[config.mk]
export PLATFORM = sky130hd
export DESIGN_NAME = reset_sequencer
export DESIGN_NICKNAME = d
export VERILOG_FILES = /design/src/rtl/reset_sequencer.sv
export SDC_FILE = /design/constraint.sdc
export NUM_CORES = 1
export LEC_CHECK = 0
export ABC_AREA = 1
export CORE_ASPECT_RATIO = 0.8
export CORE_MARGIN = 2
export CORE_UTILIZATION = 54
export CTS_CLUSTER_DIAMETER = 150
export DETAILED_ROUTE_END_ITERATION = 16
export PLACE_DENSITY_LB_ADDON = 0.15
export SLEW_MARGIN = 25
export SYNTH_ARGS = -nofsm -noshare
export SYNTH_HDL_FRONTEND = slang
export SYNTH_SLANG_ARGS = --single-unit
[constraint.sdc]
create_clock -name clk -period 1.7 [get_ports clk]
set_input_delay 0.255 -clock clk [delete_from_list [all_inputs] [get_ports clk]]
set_output_delay 0.255 -clock clk [all_outputs]
set_load 0.01 [all_outputs]
[src/rtl/reset_sequencer.sv]
// Board-level reset sequencer: debounces the reset button, pulses the MMCM reset,
// waits for a stable lock and releases the domain resets in staggered order.
module reset_sequencer #(
  parameter int unsigned NUM_DOMAINS     = 3,
  parameter int unsigned SYNC_STAGES     = 2,
  parameter int unsigned DEBOUNCE_CYCLES = 400000,
  parameter bit          BTN_ACTIVE_HIGH = 1'b1,
  parameter int unsigned PLL_RST_CYCLES  = 16,
  parameter int unsigned LOCK_TIMEOUT    = 100000,
  parameter int unsigned HOLD_CYCLES     = 256,
  parameter int unsigned STAGGER_CYCLES  = 16
) (
  input  logic                   clk,
  input  logic                   rst_n,
  input  logic                   btn_i,
  input  logic                   pll_locked_i,
  output logic                   pll_rst_o,
  output logic [NUM_DOMAINS-1:0] rst_n_o,
  output logic                   ready_o,
  output logic [1:0]             cause_o,
  output logic                   lock_fail_o
);

  localparam int unsigned REL_SPAN = (NUM_DOMAINS - 1) * STAGGER_CYCLES;
  localparam int unsigned MAX_A    = (PLL_RST_CYCLES > LOCK_TIMEOUT) ? PLL_RST_CYCLES : LOCK_TIMEOUT;
  localparam int unsigned MAX_B    = (HOLD_CYCLES > REL_SPAN) ? HOLD_CYCLES : REL_SPAN;
  localparam int unsigned MAX_CNT  = (MAX_A > MAX_B) ? MAX_A : MAX_B;
  localparam int unsigned CNT_W    = $clog2(MAX_CNT + 1);
  localparam int unsigned DEB_W    = $clog2(DEBOUNCE_CYCLES + 1);

  localparam logic [1:0] CAUSE_POR     = 2'd0;
  localparam logic [1:0] CAUSE_BUTTON  = 2'd1;
  localparam logic [1:0] CAUSE_LOST    = 2'd2;
  localparam logic [1:0] CAUSE_TIMEOUT = 2'd3;

  typedef enum logic [2:0] {
    S_PLL_RST,
    S_WAIT_LOCK,
    S_HOLD,
    S_RELEASE,
    S_RUN
  } state_t;

  state_t                 state;
  logic [CNT_W-1:0]       cnt;
  logic [CNT_W-1:0]       cnt_sat;
  logic [SYNC_STAGES-1:0] lock_sync;
  logic [SYNC_STAGES-1:0] btn_sync;
  logic                   lk;
  logic                   btn_pressed;
  logic                   db_state;
  logic [DEB_W-1:0]       db_cnt;
  logic                   db_flip;
  logic                   press;
  logic [CNT_W:0]         rel_elapsed;
  logic [NUM_DOMAINS-1:0] rel_mask;
  logic                   rel_done;
  logic                   restart;
  logic [1:0]             restart_cause;
  logic                   timeout;

  // Two-flop (or deeper) synchronisers for the asynchronous board inputs
  always_ff @(posedge clk) begin
    if (!rst_n) begin
      lock_sync <= '0;
      btn_sync  <= '0;
    end else begin
      lock_sync <= {lock_sync[SYNC_STAGES-2:0], pll_locked_i};
      btn_sync  <= {btn_sync[SYNC_STAGES-2:0], btn_i};
    end
  end

  assign lk          = lock_sync[SYNC_STAGES-1];
  assign btn_pressed = BTN_ACTIVE_HIGH ? btn_sync[SYNC_STAGES-1] : ~btn_sync[SYNC_STAGES-1];

  // Debounce: filtered level flips only after an unbroken run of differing samples
  assign db_flip = (btn_pressed != db_state) && (db_cnt == DEB_W'(DEBOUNCE_CYCLES - 1));
  assign press   = db_flip && !db_state;

  always_ff @(posedge clk) begin
    if (!rst_n) begin
      db_state <= 1'b0;
      db_cnt   <= '0;
    end else if (btn_pressed == db_state) begin
      db_cnt <= '0;
    end else if (db_flip) begin
      db_state <= ~db_state;
      db_cnt   <= '0;
    end else begin
      db_cnt <= db_cnt + DEB_W'(1);
    end
  end

  assign cnt_sat = (cnt == CNT_W'(MAX_CNT)) ? cnt : cnt + CNT_W'(1);

  // Domains whose release offset has been reached on the coming edge
  always_comb begin
    rel_mask    = '0;
    rel_elapsed = {1'b0, cnt} + (CNT_W + 1)'(1);
    for (int i = 0; i < NUM_DOMAINS; i++) begin
      rel_mask[i] = (32'(rel_elapsed) >= 32'(i) * STAGGER_CYCLES);
    end
    rel_done = (32'(rel_elapsed) == REL_SPAN);
  end

  // Restart requests, already ordered lock loss before button before timers
  always_comb begin
    restart       = 1'b0;
    restart_cause = cause_o;
    timeout       = 1'b0;
    unique case (state)
      S_WAIT_LOCK: begin
        if (!lk && cnt == CNT_W'(LOCK_TIMEOUT - 1)) begin
          restart       = 1'b1;
          restart_cause = CAUSE_TIMEOUT;
          timeout       = 1'b1;
        end
      end
      S_HOLD: restart = !lk;
      S_RELEASE, S_RUN: begin
        if (!lk) begin
          restart       = 1'b1;
          restart_cause = CAUSE_LOST;
        end else if (press) begin
          restart       = 1'b1;
          restart_cause = CAUSE_BUTTON;
        end
      end
      default: ;
    endcase
  end

  always_ff @(posedge clk) begin
    if (!rst_n) begin
      state       <= S_PLL_RST;
      cnt         <= '0;
      pll_rst_o   <= 1'b1;
      rst_n_o     <= '0;
      ready_o     <= 1'b0;
      cause_o     <= CAUSE_POR;
      lock_fail_o <= 1'b0;
    end else if (restart) begin
      state     <= S_PLL_RST;
      cnt       <= '0;
      pll_rst_o <= 1'b1;
      rst_n_o   <= '0;
      ready_o   <= 1'b0;
      cause_o   <= restart_cause;
      if (timeout) lock_fail_o <= 1'b1;
    end else begin
      cnt <= cnt_sat;
      unique case (state)
        S_PLL_RST: begin
          if (cnt == CNT_W'(PLL_RST_CYCLES - 1)) begin
            state     <= S_WAIT_LOCK;
            cnt       <= '0;
            pll_rst_o <= 1'b0;
          end
        end
        S_WAIT_LOCK: begin
          if (lk) begin
            state <= S_HOLD;
            cnt   <= '0;
          end
        end
        S_HOLD: begin
          if (cnt == CNT_W'(HOLD_CYCLES - 1)) begin
            cnt     <= '0;
            rst_n_o <= NUM_DOMAINS'(1);
            if (NUM_DOMAINS == 1) begin
              state   <= S_RUN;
              ready_o <= 1'b1;
            end else begin
              state <= S_RELEASE;
            end
          end
        end
        S_RELEASE: begin
          rst_n_o <= rel_mask;
          if (rel_done) begin
            state   <= S_RUN;
            ready_o <= 1'b1;
          end
        end
        S_RUN: ;
        default: begin
          state     <= S_PLL_RST;
          cnt       <= '0;
          pll_rst_o <= 1'b1;
          rst_n_o   <= '0;
          ready_o   <= 1'b0;
        end
      endcase
    end
  end

endmodule
Word level (Yosys, flattened, before mapping)
Cells that the tools add are included.
Widths: inputs -> output; s select.
{"block": "op_classes", "n_addsub": 3, "n_lt_le_gt_ge": 2, "eq_ne": 18, "n_mux": 25, "bitwise_logic": 7, "n_reduce_logical": 20}
{"op": "$mux 17", "n": 4}
{"op": "$pmux 17 s4", "n": 1}
{"op": "$eq 17x17->1 const B", "n": 2}
{"op": "$add 19x1->19 const B", "n": 1}
{"op": "$eq 19x19->1 const B", "n": 1}
{"op": "$add 17x1->18 const B", "n": 1}
{"op": "$eq 18x6->1 const B", "n": 1}
{"op": "$ge 18x5->1 const B", "n": 1}
{"op": "$ge 18x6->1 const B", "n": 1}
{"op": "$add 17x1->17 const B", "n": 1}
{"op": "$eq 17x4->1 const B", "n": 1}
{"op": "$eq 17x8->1 const B", "n": 1}
{"op": "$mux 3", "n": 5}
{"op": "$pmux 3 s5", "n": 1}
{"op": "$ne 2x2->1 const B", "n": 5}
{"op": "$reduce_and 2->1", "n": 5}
{"op": "$pmux 3 s3", "n": 1}
{"op": "$reduce_or 4->1", "n": 2}
{"op": "$not 1->1", "n": 7}
{"op": "$eq 3x2->1 const B", "n": 2}
{"op": "$mux 1", "n": 6}
{"op": "$mux 2", "n": 3}
{"op": "$reduce_or 3->1", "n": 2}
{"op": "$reduce_and 5->1", "n": 1}
{"op": "14 further kinds", "n": 19}
{"block": "totals", "ff_bits": 52, "inputBits": 4, "out_inout_bits": 8, "word_cells": 86}

Longest topological paths before layout
Gate-level depths: netlist of run 1.
{"block": "logic_depth", "depth_word": 7, "ltp_mapped": 14, "depth_no_buf": 14}

Worst setup path after synthesis of run 1
OpenSTA, ideal clock, no wires.
{"block": "synth_path", "kind": "flip-flop to flip-flop", "start": "reg db_cnt[0]", "end": "reg cnt[5]", "setup_time_ps": 125, "arrival_time_ps": 1636, "t_required_ps": 1575, "path_slack_ps": -60, "path_stages_with_launch": 14, "path_buffers": 1, "period_less_slack_ps": 1760, "cell_sequence": "dfxtp_1 -> ha_1 -> nand2_1 -> nor2_2 -> nand2_2 -> nor3_2 -> nand3b_1 -> nor2_1 -> nor2_2 -> nand2_4 -> inv_2 -> nand2_4 -> buf_6 -> nor2_1"}
{"block": "synth_between", "elab_chain_len": 7}
{"element": "start, declared", "line": "52", "source": "logic [DEB_W-1:0] db_cnt;"}
{"element": "start signal, assigned", "line": "90", "source": "db_cnt <= db_cnt + DEB_W'(1);"}
{"element": "$eq 19x19->1", "line": "77", "source": "assign db_flip = (btn_pressed != db_state) && (db_cnt == DEB_W'(DEBOUNCE_CYCLES - 1));"}
{"element": "$logic_and 1x1->1", "line": "77"}
{"element": "$logic_and 1x1->1", "line": "78", "source": "assign press = db_flip && !db_state;"}
{"element": "$mux 1", "line": "124", "source": "end else if (press) begin"}
{"element": "$mux 1", "line": "121", "source": "if (!lk) begin"}
{"element": "$pmux 1 s3", "line": "111", "source": "unique case (state)"}
{"element": "$reduce_or 2->1 (no line)"}
{"element": "end signal, assigned", "line": "151", "source": "cnt <= cnt_sat;"}
{"element": "end, declared", "line": "45", "source": "logic [CNT_W-1:0] cnt;"}
Every way passes these cells.
A chain may end at the register's enable or synchronous reset.

Worst setup path in the final report of run 1
{"block": "layout_path", "start": "reg cnt[1]", "end": "reg state[1]"}
{"block": "layout_between", "elab_chain_len": 5, "word_cells_on_any_way": 13, "cone_classes": "add/sub (1); eq/ne (7); mux (2); reduce/logical (3)"}
{"element": "branches (longest 5 deep; another with $add 17x1->18)"}
{"element": "end signal, assigned", "line": "135", "source": "state <= S_PLL_RST;"}
{"element": "end signal, assigned", "line": "143", "source": "state <= S_PLL_RST;"}
{"element": "end signal, assigned", "line": "155", "source": "state <= S_WAIT_LOCK;"}
{"element": "end, declared", "line": "44", "source": "state_t state;"}
Several ways; the timed one is not identified.

==> results of run 1 <==
-- synthesized netlist by cell type (4+ instances only) --
cell,n,area share (%)
inv_1,63,8.6
nand3_1,25,4.5
xor2_1,6,1.9
o21ai_0,6,1.1
nor3b_1,4,1.1
inv_2,5,0.68
a21oi_1,25,4.5
nor2_1,53,7.2
nand2_2,4,0.91
nor3_1,15,2.7
dfxtp_1,52,38
nor2_2,9,2.0
nand2_1,89,12
nand4_1,17,3.9
-- cells by family after synthesis --
logic type,count (synthesis),synth area share [%]
AOI/OAI and AO/OA,41,8.27
xor gates and xnor gates,7,2.23
adders and majority gates,3,1.36
buffers and inverters,72,10.1
DFF,52,37.8
muxes,1,0.364
and+or+nand+nor,231,39.8
-- power groups by stage --
stage | clock (mW) | combinational, mW | sequential (mW)
finish | 0.999 | 0.959 | 1.37
global route | 1.05 | 1.04 | 1.38
CTS | 1.01 | 0.821 | 1.36
detailed placement | 0 | 0.738 | 1.37
global placement | 0 | 0.728 | 1.37
floorplan | 0 | 0.499 | 1.38
-- critical path: stages, from the launching register on --
cell and delay (ns):
dfxtp_4 0.38, buf_6 0.11, nand3_2 0.11, nor2_4 0.15
buf_4 0.13, xor2_1 0.35, nor2_2 0.08, nand2_2 0.10
nor2_4 0.05, nand3_4 0.10, nand2_1 0.09, a21oi_2 0.12
-- cell type report --
type | count | area, sq um
Tap cell | 62 | 77.6
Clock inverter | 2 | 60.1
Sequential cell | 52 | 1060
Inverter | 69 | 267
Clock buffer | 5 | 68.8
Timing Repair Buffer | 74 | 603
Fill cell | 321 | 1030
Multi-Input combinational cell | 283 | 1790
-- metrics by stage --
stage / worst slack, ns / std cells / cell area [sq um] / setup TNS (ns) / hold slack [ns]
global placement: -0.106 / 521 / 3290 / -1.74 / 0.393
floorplan: 0.00589 / 407 / 2780 / 0 / 0.353
finish: -0.136 / 547 / 3920 / -2.33 / 0.421
CTS: -0.0579 / 537 / 3640 / -0.279 / 0.423
global route: -0.234 / 547 / 3920 / -5.03 / 0.460
detailed placement: -0.122 / 521 / 3290 / -2.22 / 0.402
-- cell usage in the layout, fill, tap and decap left out, types with 3 or more instances in the layout --
cell type         n
nor2_4           16
dfxtp_1          41
nor2_2            9
nand4_1          17
o21ai_1           4
nand2_2          24
inv_2             9
clkbuf_8          5
nand2_4           5
nand3_1          12
buf_4            60
a21oi_2           5
a21oi_1          20
dfxtp_2           9
clkdlybuf4s50_1  11
o21bai_1          3
inv_4             3
nand2_1          65
xor2_1            6
nor3_1           12
nand3_2          14
nor2_1           40
nor3_2            4
inv_1            57
-- timing repair --
action	in CTS	in global routing
resized for setup	44	66
pin swaps	16	34
setup buffers	9	10
setup endpoints to repair	29	34
cloned	0	0
-- routing by layer --
metal	global-route usage, %	wire length (um)	vias up
li1	-	-	1455
met1	32.1	3430	1383
met2	43.5	3770	153
met3	3.98	483	29
met4	8.87	193	0
met5	0	0	-
-- sequential cells by signal, summed over array words and instances (netlist names) --
| name | count |
|---|---|
| lock_fail_o | 1 |
| lock_sync | 2 |
| rst_n_o | 3 |
| db_cnt | 19 |
| state | 3 |
| btn_sync | 2 |
| db_state | 1 |
| cause_o | 2 |
| pll_rst_o | 1 |
| cnt | 17 |
| ready_o | 1 |
-- worst min-delay path by stage --
stage | startpoint | end | slack [ns] | depth (start not counted)
2_1_floorplan | btn_i | btn_sync[0] | 0.35 | 2
3_3_place_gp | lock_sync[0] | lock_sync[1] | 0.39 | 2
3_5_place_dp | btn_sync[0] | btn_sync[1] | 0.40 | 2
4_1_cts | btn_sync[0] | btn_sync[1] | 0.42 | 2
5_1_grt | lock_sync[0] | lock_sync[1] | 0.46 | 2
6_report | btn_sync[0] | btn_sync[1] | 0.42 | 2
==> results.sh, run 1 <==
export IMPL_status="finished with violations"
export IMPL_violations="setup timing"
export IMPL_final_hold_viol_count=0
export IMPL_power_leakage_nw=1.71
export IMPL_via_count=3020
export IMPL_gp_congestion=0.882
export IMPL_clkPwrFrac_pct=30.0
export IMPL_drt_initial_drc_count=273
export IMPL_min_path_type="reg2reg"
export IMPL_synth_edff_count=0
export IMPL_hold_buffers=0
export IMPL_grt_pass1_vias=2638
export IMPL_p_comb_share_pct=28.8
export IMPL_p_seq_share_pct=41.2
export IMPL_ys_seq_area_share_pct=37.8
export IMPL_avgViaCountPerCell=5.52
export IMPL_r2r_end="state[1]"
export IMPL_wl_per_cell_um=14.4
export IMPL_syn_inst=407
export IMPL_netSwitchingPower_mw=1.08
export IMPL_postSynth_asyncResetShare_pct=0
export IMPL_synth_main_ff_cell="dfxtp_1"
export IMPL_yosys_warnings=0
export IMPL_netlist_cell_type_count=36
export IMPL_ios=12
export IMPL_cts_tree="done"
export IMPL_numCtsBuffers=5
export IMPL_cap_viol_max_count=0
export IMPL_syn_avg_cell_area_sq_um=6.76
export IMPL_first_pass_iters=5
export IMPL_clk_pin_slew_ns=0.09
export IMPL_gr_total_overflow=0
export IMPL_detail_route_antenna_nets=0
export IMPL_swShare_pct=32.5
export IMPL_regToRegSetupSlack_ns=-0.14
export IMPL_antenna_cells=0
export IMPL_finalCriticalPeriod_ns=1.84
export IMPL_finClkSkew_ns=0.0128
export IMPL_die_area_sq_mm=0.00569
export IMPL_worst_slew_pin_slew_ns=0.414
export IMPL_grt_pass1_wl_um=11400
export IMPL_grt_setup_unrepaired="yes"
export IMPL_grt_max_degree=20
export IMPL_initial_core_util_pct=55.6
export IMPL_crit_path_max_fanout=4
export IMPL_cp_start_kind="register"
export IMPL_num_rows=23
export IMPL_slew_headroom_pct=72.3
export IMPL_cp_arrival_ns=2.08
export IMPL_syn_num_nets=414
export IMPL_core_sq_mm=0.00495
export IMPL_rr_worst_depth=11
export IMPL_p_int_mw=2.24
export IMPL_clkLatencyLatePin_ns=0.31
export IMPL_crit_start="cnt[1]"
export IMPL_antenna_found_initial=0
export IMPL_setup_viol=27
export IMPL_slew_violations=0
export IMPL_die_width_um=83.8
export IMPL_crit_required_ns=1.95
export IMPL_end_kind="register"
export IMPL_area_delta_synth_final_pct=42.5
export IMPL_r2r_start="cnt[1]"
export IMPL_cts_path_max_buffers=2
export IMPL_port_buffers=11
export IMPL_grtUsageTotal_pct=25.0
export IMPL_drt_wl_total_um=7880
export IMPL_post_route_util_pct=79.2
export IMPL_period_share_pct=108
export IMPL_crit_end="state[1]"
export IMPL_crit_type="reg2reg"
export IMPL_ys_ff_latch=52
export IMPL_cts_max_level=2
export IMPL_drive_gt1_share_pct=37.7
export IMPL_nNetsFinal=492
export IMPL_cts_root_buffer="clkbuf_8"
export IMPL_syn_area_sq_mm=0.00275
export IMPL_post_route_drc_count=0
export IMPL_ir_drop_v=0.000705
export IMPL_setup_slack_ns=-0.136
export IMPL_fp_dieH_um=67.9
export IMPL_dp_hpwl_um=4810
export IMPL_powerDensity_mw_per_mm2=848
export IMPL_power_mw=3.33
export IMPL_max_freq_ghz=0.545
export IMPL_cts_sinks=52
Note: power is estimated with default switching activity, not from simulation.
==> run 2, diff against run 1 <==
SETUP_SLACK_MARGIN = 0.15   (was not set)
==> results.sh, run 2 (synthesis results as in run 1) <==
export IMPL_avgViaCountPerCell=5.70
export IMPL_post_place_ws_ns=-0.136
export IMPL_setup_slack_ns=-0.181
export IMPL_min_path_type="reg2reg"
export IMPL_area_delta_synth_final_pct=47.7
export IMPL_ios=12
export IMPL_via_count=3146
export IMPL_powerDensity_mw_per_mm2=860
export IMPL_ir_drop_v=0.00108
export IMPL_cp_start_kind="register"
export IMPL_grt_pass1_vias=2741
export IMPL_mostFrequentLayoutCell="nand2_1"
export IMPL_gr_total_overflow=0
export IMPL_crit_slowest_cell="dfxtp_2"
export IMPL_slowest_delay_ns=0.37
export IMPL_cap_viol_max_count=0
export IMPL_end_kind="register"
export IMPL_regMostFlops="db_cnt"
export IMPL_placed_cell_area_sq_mm=0.00331
export IMPL_mostFrequentLayoutCells="nand2_1, buf_4, inv_1, dfxtp_1, nor2_1"
export IMPL_numCtsBuffers=5
export IMPL_detail_route_antenna_nets=0
export IMPL_slew_headroom_pct=77.6
export IMPL_netSwitchingPower_mw=1.23
export IMPL_grtUsageTotal_pct=28.0
export IMPL_port_buffers=11
export IMPL_clk_pin_slew_ns=0.10
export IMPL_final_area_sq_mm=0.00407
export IMPL_finClkSkew_ns=0.00690
export IMPL_num_rows=23
export IMPL_die_width_um=83.8
export IMPL_multi_input_area_sq_mm=0.00189
export IMPL_path_common_cell="nand2_4"
export IMPL_crit_path_max_fanout=8
export IMPL_p_int_mw=2.27
export IMPL_fill_cells=284
export IMPL_violations="setup timing"
export IMPL_power_mw=3.50
export IMPL_antenna_cells=0
export IMPL_final_cells=552
export IMPL_finalCriticalPeriod_ns=1.88
export IMPL_cp_arrival_ns=2.07
export IMPL_setup_viol=26
export IMPL_swShare_pct=35.2
export IMPL_grt_setup_unrepaired="yes"
export IMPL_gp_congestion=0.948
export IMPL_period_share_pct=111
export IMPL_dp_hpwl_um=4960
export IMPL_drt_initial_drc_count=372
export IMPL_power_leakage_nw=1.74
export IMPL_cts_sinks=52
export IMPL_cts_tree="done"
export IMPL_first_pass_iters=5
export IMPL_cts_root_buffer="clkbuf_8"
export IMPL_top_regs="db_cnt (19), cnt (17)"
export IMPL_final_hold_viol_count=0
export IMPL_wl_per_cell_um=16.5
export IMPL_core_sq_mm=0.00495
export IMPL_slew_violations=0
export IMPL_worst_slew_pin_slew_ns=0.335
export IMPL_drive_gt1_share_pct=41.6
export IMPL_placed_cells=522
export IMPL_crit_required_ns=1.89
export IMPL_clkPwrFrac_pct=29.0
export IMPL_status="finished with violations"
export IMPL_clkLatencyLatePin_ns=0.31
export IMPL_register_area_sq_mm=0.00107
export IMPL_crit_chain="ha_4, nand2_4, nor2_4, nand2_4, nor3_4, nand3b_1, nor2_2, nor2_4, nand2_4, inv_8, nand2_8, a21oi_1"
export IMPL_drt_wl_total_um=9110
export IMPL_hold_ws_ns=0.422
export IMPL_antenna_found_initial=0
export IMPL_cts_max_level=2
export IMPL_die_area_sq_mm=0.00569
export IMPL_grt_pass1_wl_um=12800
export IMPL_cts_path_max_buffers=2
export IMPL_post_route_drc_count=0
export IMPL_fp_dieH_um=67.9
export IMPL_largest_reg_flops=19
export IMPL_p_comb_share_pct=31.1
export IMPL_nNetsFinal=497
export IMPL_max_freq_ghz=0.532
export IMPL_grt_max_degree=20
export IMPL_p_seq_share_pct=39.8
export IMPL_initial_core_util_pct=55.6
export IMPL_crit_type="reg2reg"
[run 2: final cells by class]
cell class	instances	area share (%)
clock inverters	2	1.48
well taps	62	1.91
clock buffers	5	1.69
multi-input cells	284	46.5
inverters	69	6.55
repair buffers	78	15.6
flip-flops and latches	52	26.3
[run 2: power by group through the flow]
stage	combinational (mW)	sequential [mW]	clock, mW
2_1_floorplan	0.500	1.39	0
3_3_place_gp	0.702	1.39	0
3_5_place_dp	0.724	1.39	0
4_1_cts	0.958	1.37	0.999
5_1_grt	1.17	1.40	1.04
6_report	1.09	1.39	1.02
[run 2: timing repair]
item	CTS	global route
pin swaps	34	18
hold buffers	0	0
endpoints found under the setup margin	36	41
buffers inserted	12	10
resized for setup	71	62
gates cloned	1	0
[run 2: critical path, delay by kind of cell, from the launching register on]
| kind | cells | cell delay, ns |
|---|---|---|
| and+or+nand+nor | 9 | 1.11 |
| DFF | 1 | 0.37 |
| adders and majority gates | 1 | 0.15 |
| AOI/OAI and AO/OA | 1 | 0.07 |
| buffers and inverters | 1 | 0.06 |
[run 2: path summary, 6_finish.rpt]
check        slack (ns)     endpoint   startpoint  depth (start not counted)
max reg2reg       -0.18      cnt[10]    db_cnt[1]                         12
min reg2reg        0.42  btn_sync[1]  btn_sync[0]                          2
max               -0.18      cnt[10]    db_cnt[1]                         12
min                0.42  btn_sync[1]  btn_sync[0]                          2
[run 2: per-layer routing]
metal,up-vias,track usage [%],part of all wire [%]
met5,-,0,0
met4,0,7.26,2.7
met3,38,5.31,8.0
met2,189,47.8,48
met1,1448,37.3,41
li1,1471,-,-
[run 2: per-stage QoR]
stage	utilization (%)	setup TNS, ns
2_1_floorplan	-	0
3_3_place_gp	66.8	-1.62
3_5_place_dp	66.8	-2.11
4_1_cts	76.1	0
5_1_grt	82.2	-5.74
6_report	82.2	-3.26
==> run 3, diff against run 2 <==
GPL_TIMING_DRIVEN = 0   (was not set)
==> results.sh, run 3 (synthesis results as in run 1) <==
export IMPL_status="finished with violations"
export IMPL_violations="setup timing"
export IMPL_placed_cell_area_sq_mm=0.00297
export IMPL_antenna_found_initial=0
export IMPL_finalCriticalPeriod_ns=1.95
export IMPL_finClkSkew_ns=0.00645
export IMPL_fp_dieH_um=67.9
export IMPL_power_mw=3.55
export IMPL_rr_worst_depth=10
export IMPL_multi_input_area_sq_mm=0.00188
export IMPL_min_path_type="reg2reg"
export IMPL_numCtsBuffers=5
export IMPL_antenna_cells=0
export IMPL_drive_gt1_share_pct=38.3
export IMPL_core_sq_mm=0.00495
export IMPL_clkLatencyLatePin_ns=0.31
export IMPL_register_area_sq_mm=0.00106
export IMPL_detail_route_antenna_nets=0
export IMPL_dr_max_layer_used="met4"
export IMPL_end_kind="register"
export IMPL_drt_initial_drc_count=351
export IMPL_gr_total_overflow=0
export IMPL_cts_path_max_buffers=2
export IMPL_clk_pin_slew_ns=0.10
export IMPL_drt_wl_total_um=8500
export IMPL_first_pass_iters=5
export IMPL_setup_viol=34
export IMPL_regToRegSetupSlack_ns=-0.25
export IMPL_cap_viol_max_count=0
export IMPL_grt_max_degree=16
export IMPL_cp_start_kind="register"
export IMPL_slew_violations=0
export IMPL_slew_headroom_pct=54.3
export IMPL_area_delta_synth_final_pct=42.7
export IMPL_ir_drop_v=0.000781
export IMPL_power_leakage_nw=1.62
export IMPL_cts_tree="done"
export IMPL_initial_core_util_pct=55.6
export IMPL_period_share_pct=115
export IMPL_grtUsageTotal_pct=26.9
export IMPL_max_freq_ghz=0.512
export IMPL_wl_met3_um=602
export IMPL_die_width_um=83.8
export IMPL_wl_met1_um=3590
export IMPL_gp_congestion=0.915
export IMPL_via_count=3039
export IMPL_grt_pass1_wl_um=12200
export IMPL_final_area_sq_mm=0.00393
export IMPL_top_regs="db_cnt (19), cnt (17)"
export IMPL_fill_cells=319
export IMPL_wl_met2_um=4100
export IMPL_crit_type="reg2reg"
export IMPL_post_route_drc_count=0
export IMPL_num_rows=23
export IMPL_nNetsFinal=478
export IMPL_final_cells=534
export IMPL_powerDensity_mw_per_mm2=905
export IMPL_cts_sinks=52
export IMPL_setup_slack_ns=-0.254
export IMPL_grt_pass1_vias=2696
export IMPL_placed_cells=479
export IMPL_hold_depth=2
export IMPL_dp_hpwl_um=4430
export IMPL_die_area_sq_mm=0.00569
export IMPL_final_hold_viol_count=0
export IMPL_hold_buffers=0
export IMPL_wl_per_cell_um=15.9
export IMPL_post_route_util_pct=79.3
export IMPL_regMostFlops="db_cnt"
export IMPL_mostFrequentLayoutCell="nand2_1"
export IMPL_crit_required_ns=1.95
export IMPL_grt_setup_unrepaired="yes"
export IMPL_hold_ws_ns=0.425
export IMPL_cts_max_level=2
export IMPL_avgViaCountPerCell=5.69
export IMPL_worst_slew_pin_slew_ns=0.685
export IMPL_port_buffers=10
export IMPL_ios=12
export IMPL_crit_path_max_fanout=5
export IMPL_cts_root_buffer="clkbuf_8"
export IMPL_largest_reg_flops=19
export IMPL_cp_arrival_ns=2.20
export IMPL_mostFrequentLayoutCells="nand2_1, inv_1, dfxtp_1, nor2_1, buf_4"
run 3: cell type report:
cell class	instances	area share (%)
multi-input combinational	284	47.9
sequential	52	27.0
timing repair buffer	56	13.0
inverter	69	6.88
clock buffer	7	2.20
tap	62	1.98
buffer	3	0.765
clock inverter	1	0.191
run 3: routing by layer:
metal	vias to the layer above	GRT usage, %
met3	34	5.55
met5	-	0
met4	0	10.3
met2	177	45.5
met1	1401	34.5
li1	1427	-
run 3: worst paths after layout:
kind / startpoint / endpoint
max reg2reg: db_cnt[10] / db_state
min reg2reg: lock_sync[0] / lock_sync[1]
max: db_cnt[10] / db_state
min: lock_sync[0] / lock_sync[1]
run 3: critical path: stages (launching register included):
cell	delay, ns
dfxtp_1	0.36
inv_1	0.18
nand4_1	0.21
nor3_4	0.27
nand3b_1	0.17
buf_4	0.18
buf_6	0.10
buf_6	0.10
buf_6	0.10
buf_6	0.10
a21oi_2	0.11
run 3: timing repair:
action                                  CTS  global route
pin swaps                                35            14
buffers inserted                         33            11
endpoints found under the setup margin   46            47
cloned                                    1             2
gates resized for setup                  74            66
run 3: metrics by stage:
step           setup TNS [ns]  setup WS (ns)
2_1_floorplan               0        0.00624
3_3_place_gp            -5.89         -0.281
3_5_place_dp            -6.95         -0.295
4_1_cts                 -1.49        -0.0846
5_1_grt                -10.36         -0.369
6_report                -5.67         -0.254
run 3: where the power goes:
group,internal [mW],switching [mW]
registers,1.29,0.0785
logic,0.678,0.733
clock network,0.332,0.439
total,2.30,1.25
